[config.mk]
export PLATFORM = sky130hd
export DESIGN_NAME = fetch_unit
export DESIGN_NICKNAME = d
export VERILOG_FILES = /design/src/rtl/fetch_unit_pkg.sv /design/src/rtl/fetch_unit_btb.sv /design/src/rtl/fetch_unit.sv
export SDC_FILE = /design/constraint.sdc
export NUM_CORES = 2
export LEC_CHECK = 0
export BUFFER_PORTS_ARGS = -buffer_cell sky130_fd_sc_hd__buf_2
export CAP_MARGIN = 20
export CORE_AREA = 10 10 296 298
export CTS_CLUSTER_SIZE = 8
export DETAILED_ROUTE_END_ITERATION = 12
export DIE_AREA = 0 0 306 308
export GPL_ROUTABILITY_DRIVEN = 1
export PLACE_DENSITY = 0.86
export SETUP_SLACK_MARGIN = 0.05
export SYNTH_ARGS = -nofsm -noshare
export SYNTH_HDL_FRONTEND = slang
export SYNTH_SLANG_ARGS = --single-unit
[constraint.sdc]
create_clock -name clock -period 6.67 [get_ports clock]
set_input_delay 0.3335 -clock clock [delete_from_list [all_inputs] [get_ports clock]]
set_output_delay 0.3335 -clock clock [all_outputs]
set_load 0.01 [all_outputs]
[src/rtl/fetch_unit_pkg.sv]
// fetch_pkg: shared definitions for the fetch unit and its branch target buffer.
//   ctr_t            2-bit saturating branch counter encoding
//   INSN_BYTES       fetch stride in bytes
//   DEFAULT_RESET_PC default PC loaded on reset
//   ctr_next()       saturating counter update
package fetch_pkg;

  typedef enum logic [1:0] {
    CTR_SNT = 2'b00,  // strongly not taken
    CTR_WNT = 2'b01,  // weakly not taken
    CTR_WT  = 2'b10,  // weakly taken
    CTR_ST  = 2'b11   // strongly taken
  } ctr_t;

  localparam int unsigned INSN_BYTES       = 4;
  localparam logic [31:0] DEFAULT_RESET_PC = 32'h0100_0000;

  function automatic ctr_t ctr_next(input ctr_t ctr, input logic taken);
    ctr_t n;
    n = ctr;
    if (taken) begin
      if (ctr != CTR_ST) n = ctr_t'(ctr + 2'b01);
    end else begin
      if (ctr != CTR_SNT) n = ctr_t'(ctr - 2'b01);
    end
    return n;
  endfunction

endpackage

[src/rtl/fetch_unit_btb.sv]
// btb: direct-mapped branch target buffer with 2-bit saturating counters.
// All addresses are word addresses (byte address bits [XLEN-1:2]).
//   clock, reset      posedge clock, synchronous active-high reset
//   lookup_wpc        word PC being fetched
//   lookup_hit        valid entry with matching tag
//   lookup_taken      hit and counter predicts taken
//   lookup_target     stored word target of the indexed entry
//   update_valid      a resolved control instruction trains the table
//   update_wpc        word PC of the resolved instruction
//   update_target     resolved word target
//   update_taken      resolved direction
module btb
  import fetch_pkg::*;
#(
  parameter int unsigned XLEN        = 32,
  parameter int unsigned BTB_ENTRIES = 16,
  parameter logic [1:0]  CTR_INIT    = 2'b01
) (
  input  logic            clock,
  input  logic            reset,
  input  logic [XLEN-3:0] lookup_wpc,
  output logic            lookup_hit,
  output logic            lookup_taken,
  output logic [XLEN-3:0] lookup_target,
  input  logic            update_valid,
  input  logic [XLEN-3:0] update_wpc,
  input  logic [XLEN-3:0] update_target,
  input  logic            update_taken
);

  localparam int unsigned IDX   = $clog2(BTB_ENTRIES);
  localparam int unsigned TAG_W = XLEN - 2 - IDX;

  logic             valid_q  [BTB_ENTRIES];
  logic [TAG_W-1:0] tag_q    [BTB_ENTRIES];
  logic [XLEN-3:0]  target_q [BTB_ENTRIES];
  ctr_t             ctr_q    [BTB_ENTRIES];

  logic [IDX-1:0]   l_idx, u_idx;
  logic [TAG_W-1:0] l_tag, u_tag;
  logic             u_hit;

  assign l_idx = lookup_wpc[IDX-1:0];
  assign l_tag = lookup_wpc[XLEN-3:IDX];
  assign u_idx = update_wpc[IDX-1:0];
  assign u_tag = update_wpc[XLEN-3:IDX];

  // Lookup reads the registered table only, so a same-cycle update is not visible.
  always_comb begin
    lookup_hit    = valid_q[l_idx] && (tag_q[l_idx] == l_tag);
    lookup_taken  = lookup_hit && ctr_q[l_idx][1];
    lookup_target = target_q[l_idx];
    u_hit         = valid_q[u_idx] && (tag_q[u_idx] == u_tag);
  end

  always_ff @(posedge clock) begin
    if (reset) begin
      for (int unsigned i = 0; i < BTB_ENTRIES; i++) begin
        valid_q[i]  <= 1'b0;
        tag_q[i]    <= '0;
        target_q[i] <= '0;
        ctr_q[i]    <= ctr_t'(CTR_INIT);
      end
    end else if (update_valid) begin
      if (u_hit) begin
        ctr_q[u_idx] <= ctr_next(ctr_q[u_idx], update_taken);
        if (update_taken) target_q[u_idx] <= update_target;
      end else if (update_taken) begin
        // Allocation overwrites whatever entry lives at this index.
        valid_q[u_idx]  <= 1'b1;
        tag_q[u_idx]    <= u_tag;
        target_q[u_idx] <= update_target;
        ctr_q[u_idx]    <= CTR_WT;
      end
    end
  end

endmodule

[src/rtl/fetch_unit.sv]
// fetch_unit: fetch PC generation with stall, execute redirect, flush and
// BTB-based next-PC prediction.
//   clock, reset        posedge clock, synchronous active-high reset
//   stall               hold pc_f
//   redirect_valid/pc   execute-stage correction, overrides stall
//   update_*            BTB training from the execute stage
//   pc_f                fetch PC to imemory (always word aligned)
//   pred_taken_f        prediction applied to pc_f
//   pred_target_f       predicted next PC (pc_f+4 when not taken)
//   flush               squash fetch/decode registers on redirect
module fetch_unit
  import fetch_pkg::*;
#(
  parameter int unsigned      XLEN        = 32,
  parameter logic [XLEN-1:0]  RESET_PC    = XLEN'(DEFAULT_RESET_PC),
  parameter int unsigned      BTB_ENTRIES = 16,
  parameter logic [1:0]       CTR_INIT    = 2'b01
) (
  input  logic            clock,
  input  logic            reset,
  input  logic            stall,
  input  logic            redirect_valid,
  input  logic [XLEN-1:0] redirect_pc,
  input  logic            update_valid,
  input  logic [XLEN-1:0] update_pc,
  input  logic [XLEN-1:0] update_target,
  input  logic            update_taken,
  output logic [XLEN-1:0] pc_f,
  output logic            pred_taken_f,
  output logic [XLEN-1:0] pred_target_f,
  output logic            flush
);

  logic [XLEN-1:2] pc_q;
  logic [XLEN-1:0] pc_plus4;
  logic            btb_hit;
  logic            btb_taken;
  logic [XLEN-3:0] btb_target;
  logic            unused_bits;

  // Only the word address is stored, so pc_f[1:0] is structurally zero.
  assign pc_f     = {pc_q, 2'b00};
  assign pc_plus4 = pc_f + XLEN'(INSN_BYTES);

  btb #(
    .XLEN        (XLEN),
    .BTB_ENTRIES (BTB_ENTRIES),
    .CTR_INIT    (CTR_INIT)
  ) u_btb (
    .clock         (clock),
    .reset         (reset),
    .lookup_wpc    (pc_q),
    .lookup_hit    (btb_hit),
    .lookup_taken  (btb_taken),
    .lookup_target (btb_target),
    .update_valid  (update_valid),
    .update_wpc    (update_pc[XLEN-1:2]),
    .update_target (update_target[XLEN-1:2]),
    .update_taken  (update_taken)
  );

  // Prediction is masked during reset because the table still holds old training.
  assign pred_taken_f  = btb_taken && !reset;
  assign pred_target_f = pred_taken_f ? {btb_target, 2'b00} : pc_plus4;
  assign flush         = redirect_valid && !reset;

  assign unused_bits = ^{redirect_pc[1:0], update_pc[1:0], update_target[1:0], btb_hit};

  always_ff @(posedge clock) begin
    if (reset)               pc_q <= RESET_PC[XLEN-1:2];
    else if (redirect_valid) pc_q <= redirect_pc[XLEN-1:2];
    else if (!stall)         pc_q <= pred_target_f[XLEN-1:2];
  end

endmodule

=== Word-level counts from Yosys, hierarchy flattened ===
Memories as Yosys holds them, arrays and structs flattened. A register that Yosys moved wholly into a read port is not among the register bits.
Cells that the tools add are included.

* $add $sub $neg: 3
* Reductions and logical operators: 11
* Mux-type cells: 46
* Bitwise gates (word level): 2
* Eq/ne operators: 4

{| class="wikitable"
|+ Operators with widths
! kind !! count
|-
| 30-bit two-way mux || 4
|-
| 26-bit == test || 2
|-
| 4-bit two-way mux || 12
|-
| 32-bit by 3-bit adder with 32-bit output (second input constant) || 1
|-
| 32-bit two-way mux || 1
|-
| 30-bit OR reduction || 1
|-
| 26-bit two-way mux || 1
|-
| 26-bit OR reduction || 1
|-
| 1-bit two-way mux || 20
|-
| 2-bit two-way mux || 8
|-
| 1-bit logical AND || 5
|-
| 2-bit by 1-bit adder with 2-bit output (second input constant) || 1
|-
| 2-bit by 1-bit inequality test with 1-bit output (second input constant) || 1
|-
| 2-bit inequality test (second input constant) || 1
|-
| 1-bit OR || 2
|-
| 2-bit nonzero test || 1
|-
| 2-bit OR reduction || 1
|-
| 2-bit by 1-bit subtractor with 2-bit output (second input constant) || 1
|-
| 1-bit zero test || 1
|-
| 1-bit OR reduction || 1
|}

* Memories: 4
* Output and inout bits: 66
* RAM bits: 944
* Input port bits: 102
* Register bits after elaboration: 30
* Word-level logic and storage cells: 71

{| class="wikitable"
|+ Memory list
! memory !! depth !! bits a word !! rd ports !! clocked after Yosys merged registers in !! wr ports !! line !! RTL
|-
| u_btb.target_q || 16 || 30 || 1 || 1 || 16 || fetch_unit_btb.sv:36 || <nowiki>logic [XLEN-3:0] target_q [BTB_ENTRIES];</nowiki>
|-
| u_btb.tag_q || 16 || 26 || 2 || 1 || 16 || fetch_unit_btb.sv:35 || <nowiki>logic [TAG_W-1:0] tag_q [BTB_ENTRIES];</nowiki>
|-
| u_btb.ctr_q || 16 || 2 || 2 || 1 || 16 || fetch_unit_btb.sv:37 || <nowiki>ctr_t ctr_q [BTB_ENTRIES];</nowiki>
|-
| u_btb.valid_q || 16 || 1 || 2 || 1 || 16 || fetch_unit_btb.sv:34 || <nowiki>logic valid_q [BTB_ENTRIES];</nowiki>
|}

=== Longest topological paths before layout ===
An unclocked memory read counts as a cell.

* Depth in word-level cells: 10
* Gate-level depth with buffers: 16
* Depth with buffers taken out: 9

=== By module ===
Synthesis repeated with hierarchy kept, for this count alone.

* Cell total of the unflattened synthesis: 3418
* Area total of the unflattened synthesis: 49942.9 um2

{| class="wikitable"
|+ By module, submodules not included
! module !! cells an instance !! instances !! area an instance (um2) !! seq. area each (um2)
|-
| btb || 3064 || 1 || 47376.7 || 28187.0
|-
| fetch_unit || 354 || 1 || 2566.2 || 600.6
|}

=== Worst setup path after synthesis ===
No wires, ideal clock.

* Path kind: input to register
* Start point: input update_pc[2]
* End point: memory u_btb.target_q[14][0] (netlist name), enable pin
* Library setup time: 459 ps
* Buffers on the path: 6
* Stages: 10
* Path slack: 1634 ps
* Arrival: 4577 ps
* Data required time: 6211 ps
* Cell sequence: buf_4 buf_6 buf_6 buf_6 buf_2 clkbuf_1 nand2b_1 nor3b_1 nand2_1 o21ai_0

{| class="wikitable"
|+ RTL lines
! element !! line !! RTL
|-
| start, declared || fetch_unit.sv:25 || <nowiki>input logic [XLEN-1:0] update_pc,</nowiki>
|-
| end, declared || fetch_unit_btb.sv:36 ||
|}

==> impl_metrics.env <==
export IMPL_critical_path_required_time_ns=6.34
export IMPL_maximum_net_fanout_on_the_critical_path=35
export IMPL_postLayoutCellArea_um2=55600
export IMPL_timing_final_crit_period_ns=6.00
export IMPL_power_combinational_fraction_pct=10.8
export IMPL_tritoncts="done"
export IMPL_clock_insertion_delay_worst_skew_ns=0.78
export IMPL_ys_seq_area_share_pct=58.5
export IMPL_clock_tree_root_cell="clkbuf_16"
export IMPL_status="finished, final reports clean"
export IMPL_setup_viol_count_final=0
export IMPL_postSynthRegisterBits=978
export IMPL_drc=0
export IMPL_place_ws_ns=1.02
export IMPL_setup_reg_to_reg_worst_slack_ns=1.66
export IMPL_hold_path_end="u_btb.target_q[0][5]$_SDFFCE_PN0P_"
export IMPL_finalCritPeriodShare_pct=89.9
export IMPL_portBuffers=157
export IMPL_first_global_vias=35100
export IMPL_synth_warnings=0
export IMPL_timing_hold_violations_final=0
export IMPL_timing_critical_path_from_type="flip-flop"
export IMPL_timing_worst_slew_pin_value_ns=1.24
export IMPL_critical_path_class="flip-flop to output port"
export IMPL_postSynth_asyncResetShare_pct=0
export IMPL_power_switching_fraction_pct=25.7
export IMPL_drv_cap=0
export IMPL_yosys_area_top_type="edfxtp_1"
export IMPL_share_of_power_burned_in_registers_pct=46.4
export IMPL_placeable_core_region_um2=81600
export IMPL_detailedRoute_firstPassIterationCount=9
export IMPL_synthCells=3360
export IMPL_drt_total_wl_mm=165
export IMPL_synthFlopType="edfxtp_1"
export IMPL_timing_hold_worst_path_depth=2
export IMPL_io_pins=168
export IMPL_postCtsResizedCells=0
export IMPL_cp_endpoint_kind="output port"
export IMPL_finalMaxSlewViolations=0
export IMPL_gr_usage_all_layers_pct=34.7
export IMPL_placed_cell_area_um2=50900
export IMPL_cp_arrival_ns=5.66
export IMPL_chipWidth_um=306
export IMPL_vias_per_cell=7.62
export IMPL_ctsHtreeMaxLevel=4
export IMPL_dpl_hpwl_mm=86.8
export IMPL_synth_top_cell_area_share_pct=56.5
export IMPL_cts_buffers_inserted=140
export IMPL_power_density_nw_per_um2=282
export IMPL_die_area_um2=94200
export IMPL_worst_clock_skew_ns=0.0645
export IMPL_synth_edff_count=928
export IMPL_ir_worst_vdd_v=0.000215
export IMPL_critical_path_slowest_cell="dfxtp_4"
export IMPL_drt_iter0_markers=7550
export IMPL_initial_core_util_pct=60.5
export IMPL_timing_rr_end="pc_q[25]$_SDFFE_PP0N_"
export IMPL_overall_via_count_from_detail_route=34900
export IMPL_intPower_mw=11.7
export IMPL_syn_to_final_growth_pct=12.6
export IMPL_cts_sinks=978
export IMPL_maxClockFrequency_mhz=167
export IMPL_nNetsFinal=3523
export IMPL_post_synth_instance_area_um2=49300
export IMPL_leftover_overflow_at_the_end_of_global_routing=0
export IMPL_tns_ns=0
export IMPL_worst_path_largest_cell_delay_ns=0.63
export IMPL_ant_nets=0
export IMPL_clk_path_buf_depth=3
export IMPL_critical_path_cell_sequence="buf_4 > mux4_2 > mux2_2 > o221a_2 > or4_1 > nor4_1 > nand4_1 > buf_4 > mux2_1 > buf_2"
export IMPL_setup_ws_ns=0.675
export IMPL_finalNonFillerCells=4579
export IMPL_synthTopCellsByArea="edfxtp_1, mux4_2, and2_1"
export IMPL_fp_dieH_um=308
export IMPL_instance_count_after_placement_with_tap_cells_included=4311
export IMPL_drive_above_1_share_pct=24.4
export IMPL_switching_power_mw=4.03
export IMPL_pin_count_of_the_biggest_net_entering_global_routing=319
export IMPL_floorplan_rows=105
export IMPL_gp_congestion=0.919
export IMPL_min_from="update_target[7]"
export IMPL_cts_reportedPaths_clkPinSlew_ns=0.05
export IMPL_ff2ff_path_depth=10
export IMPL_netlist_cell_type_count=68
export IMPL_max_slew_margin_pct=17.1
export IMPL_timing_critical_path_mode_cell="buf_4"
export IMPL_antenna_violations_before_repair=30
export IMPL_grt_pass1_wl_mm=237
export IMPL_wl_per_cell_um=36.1
export IMPL_tightest_hold_check_type="primary input to flip-flop"
export IMPL_fillCellCount=4770
export IMPL_synth_avg_cell_area_um2=14.7
export IMPL_rsz0062_at_grt="false"
export IMPL_cellLeakagePower_nw=21.0
export IMPL_final_hold_worst_slack_ns=0.0275
export IMPL_power_share_clock_pct=42.8
## state kept, by name, summed over array words and instances, names as in the netlist, named ones only
signal          flops
u_btb.valid_q      16
u_btb.tag_q       416
pc_q               30
u_btb.ctr_q        32
u_btb.target_q    480
## cell usage after synthesis (41+ instances only)
cell	n
mux2i_1	71
a21o_1	51
clkbuf_1	281
nor2_1	49
and2_1	466
dfxtp_1	50
o21ai_0	52
nand2_1	65
mux4_2	358
a22oi_1	41
buf_2	45
and3_1	461
edfxtp_1	928
## placed cells by master (no fill, tap or decap), types with 19 or more instances in the layout
cell type | synthesis | layout
edfxtp_1 | 928 | 928
and2_1 | 466 | 466
and3_1 | 461 | 461
mux4_2 | 358 | 358
buf_2 | 45 | 155
clkbuf_16 | 0 | 140
buf_4 | 10 | 82
mux2i_1 | 71 | 71
nand2_1 | 65 | 63
clkbuf_1 | 281 | 53
a21o_1 | 51 | 51
dfxtp_1 | 50 | 46
a22oi_1 | 41 | 41
xnor2_1 | 40 | 40
o21ai_0 | 52 | 40
nand3_1 | 36 | 36
nor2_1 | 49 | 35
a22o_1 | 33 | 33
dlygate4sd3_1 | 0 | 29
nand4_1 | 25 | 25
nor3_1 | 28 | 23
mux2_1 | 23 | 23
diode_2 | 0 | 22
or2_2 | 20 | 20
mux2_2 | 19 | 19
xor2_1 | 19 | 19
## worst max-delay path, delay by kind of cell (launching register included)
family | cells | cell delay, ns
AND/OR/NAND/NOR | 3 | 1.30
buffers and inverters | 3 | 1.18
flip-flops | 1 | 0.63
AO/OA/AOI/OAI | 1 | 0.32
multiplexers | 3 | 1.38
## worst max-delay path by stage
stage                     slack [ns]    startpoint                             endpoint
after floorplan                 1.63  update_pc[2]  u_btb.target_q[14][0]$_SDFFCE_PN0P_
after global placement          1.10  update_pc[2]     u_btb.tag_q[2][22]$_SDFFCE_PN0P_
after detailed placement        1.02  update_pc[2]     u_btb.tag_q[2][22]$_SDFFCE_PN0P_
after CTS                       0.88     flip-flop                    pred_target_f[10]
after global routing            0.61     flip-flop                    pred_target_f[25]
final                           0.67     flip-flop                    pred_target_f[25]
## what timing repair did
item | in CTS | in global routing
endpoints found under the hold margin | 30 | 0
setup buffers | 0 | 0
hold buffers | 29 | 0
## power groups by stage
| stage | clock, mW | sequential [mW] | combinational, mW |
|---|---|---|---|
| 2_1_floorplan | 0 | 7.25 | 1.06 |
| 3_3_place_gp | 0 | 7.32 | 1.53 |
| 3_5_place_dp | 0 | 7.35 | 1.56 |
| 4_1_cts | 6.66 | 7.26 | 1.61 |
| 5_1_grt | 6.93 | 7.28 | 1.73 |
| 6_report | 6.71 | 7.27 | 1.70 |
## per-layer routing
metal  up-vias  share of wire, %  track usage [%]
li1      13200                 -                -
met1     16800                30             40.5
met2      3959                44             50.4
met3       990                18             16.0
met4        21               7.8             24.9
met5         -              0.12                0
## stage by stage
step                      power (mW)  utilization, %
after floorplan                 8.32               -
after global placement          8.85            62.4
after detailed placement        8.92            62.4
after CTS                       15.5            67.8
after global routing            15.9            68.1
final                           15.7            68.1
## layout make-up
cell class / instances / area (um2) / share of cell area (%)
diodes: 22 / 55.1 / 0.0991
clock buffers: 193 / 3700 / 6.66
clock inverters: 16 / 415 / 0.748
inverters: 19 / 73.8 / 0.133
multi-input cells: 2003 / 19200 / 34.5
flip-flops and latches: 978 / 28900 / 52.0
well taps: 1070 / 1340 / 2.41
repair buffers: 278 / 1920 / 3.46
## cells by family after synthesis
logic type | share of synthesized area [%]
buffers and inverters | 3.23
adders and majority gates | 0.0254
xor gates and xnor gates | 1.05
other | 0.00760
AOI/OAI and AO/OA | 3.66
DFF | 58.5
and+or+nand+nor | 14.8
muxes | 18.7
No activity file was read; power rests on OpenSTA's default activity.
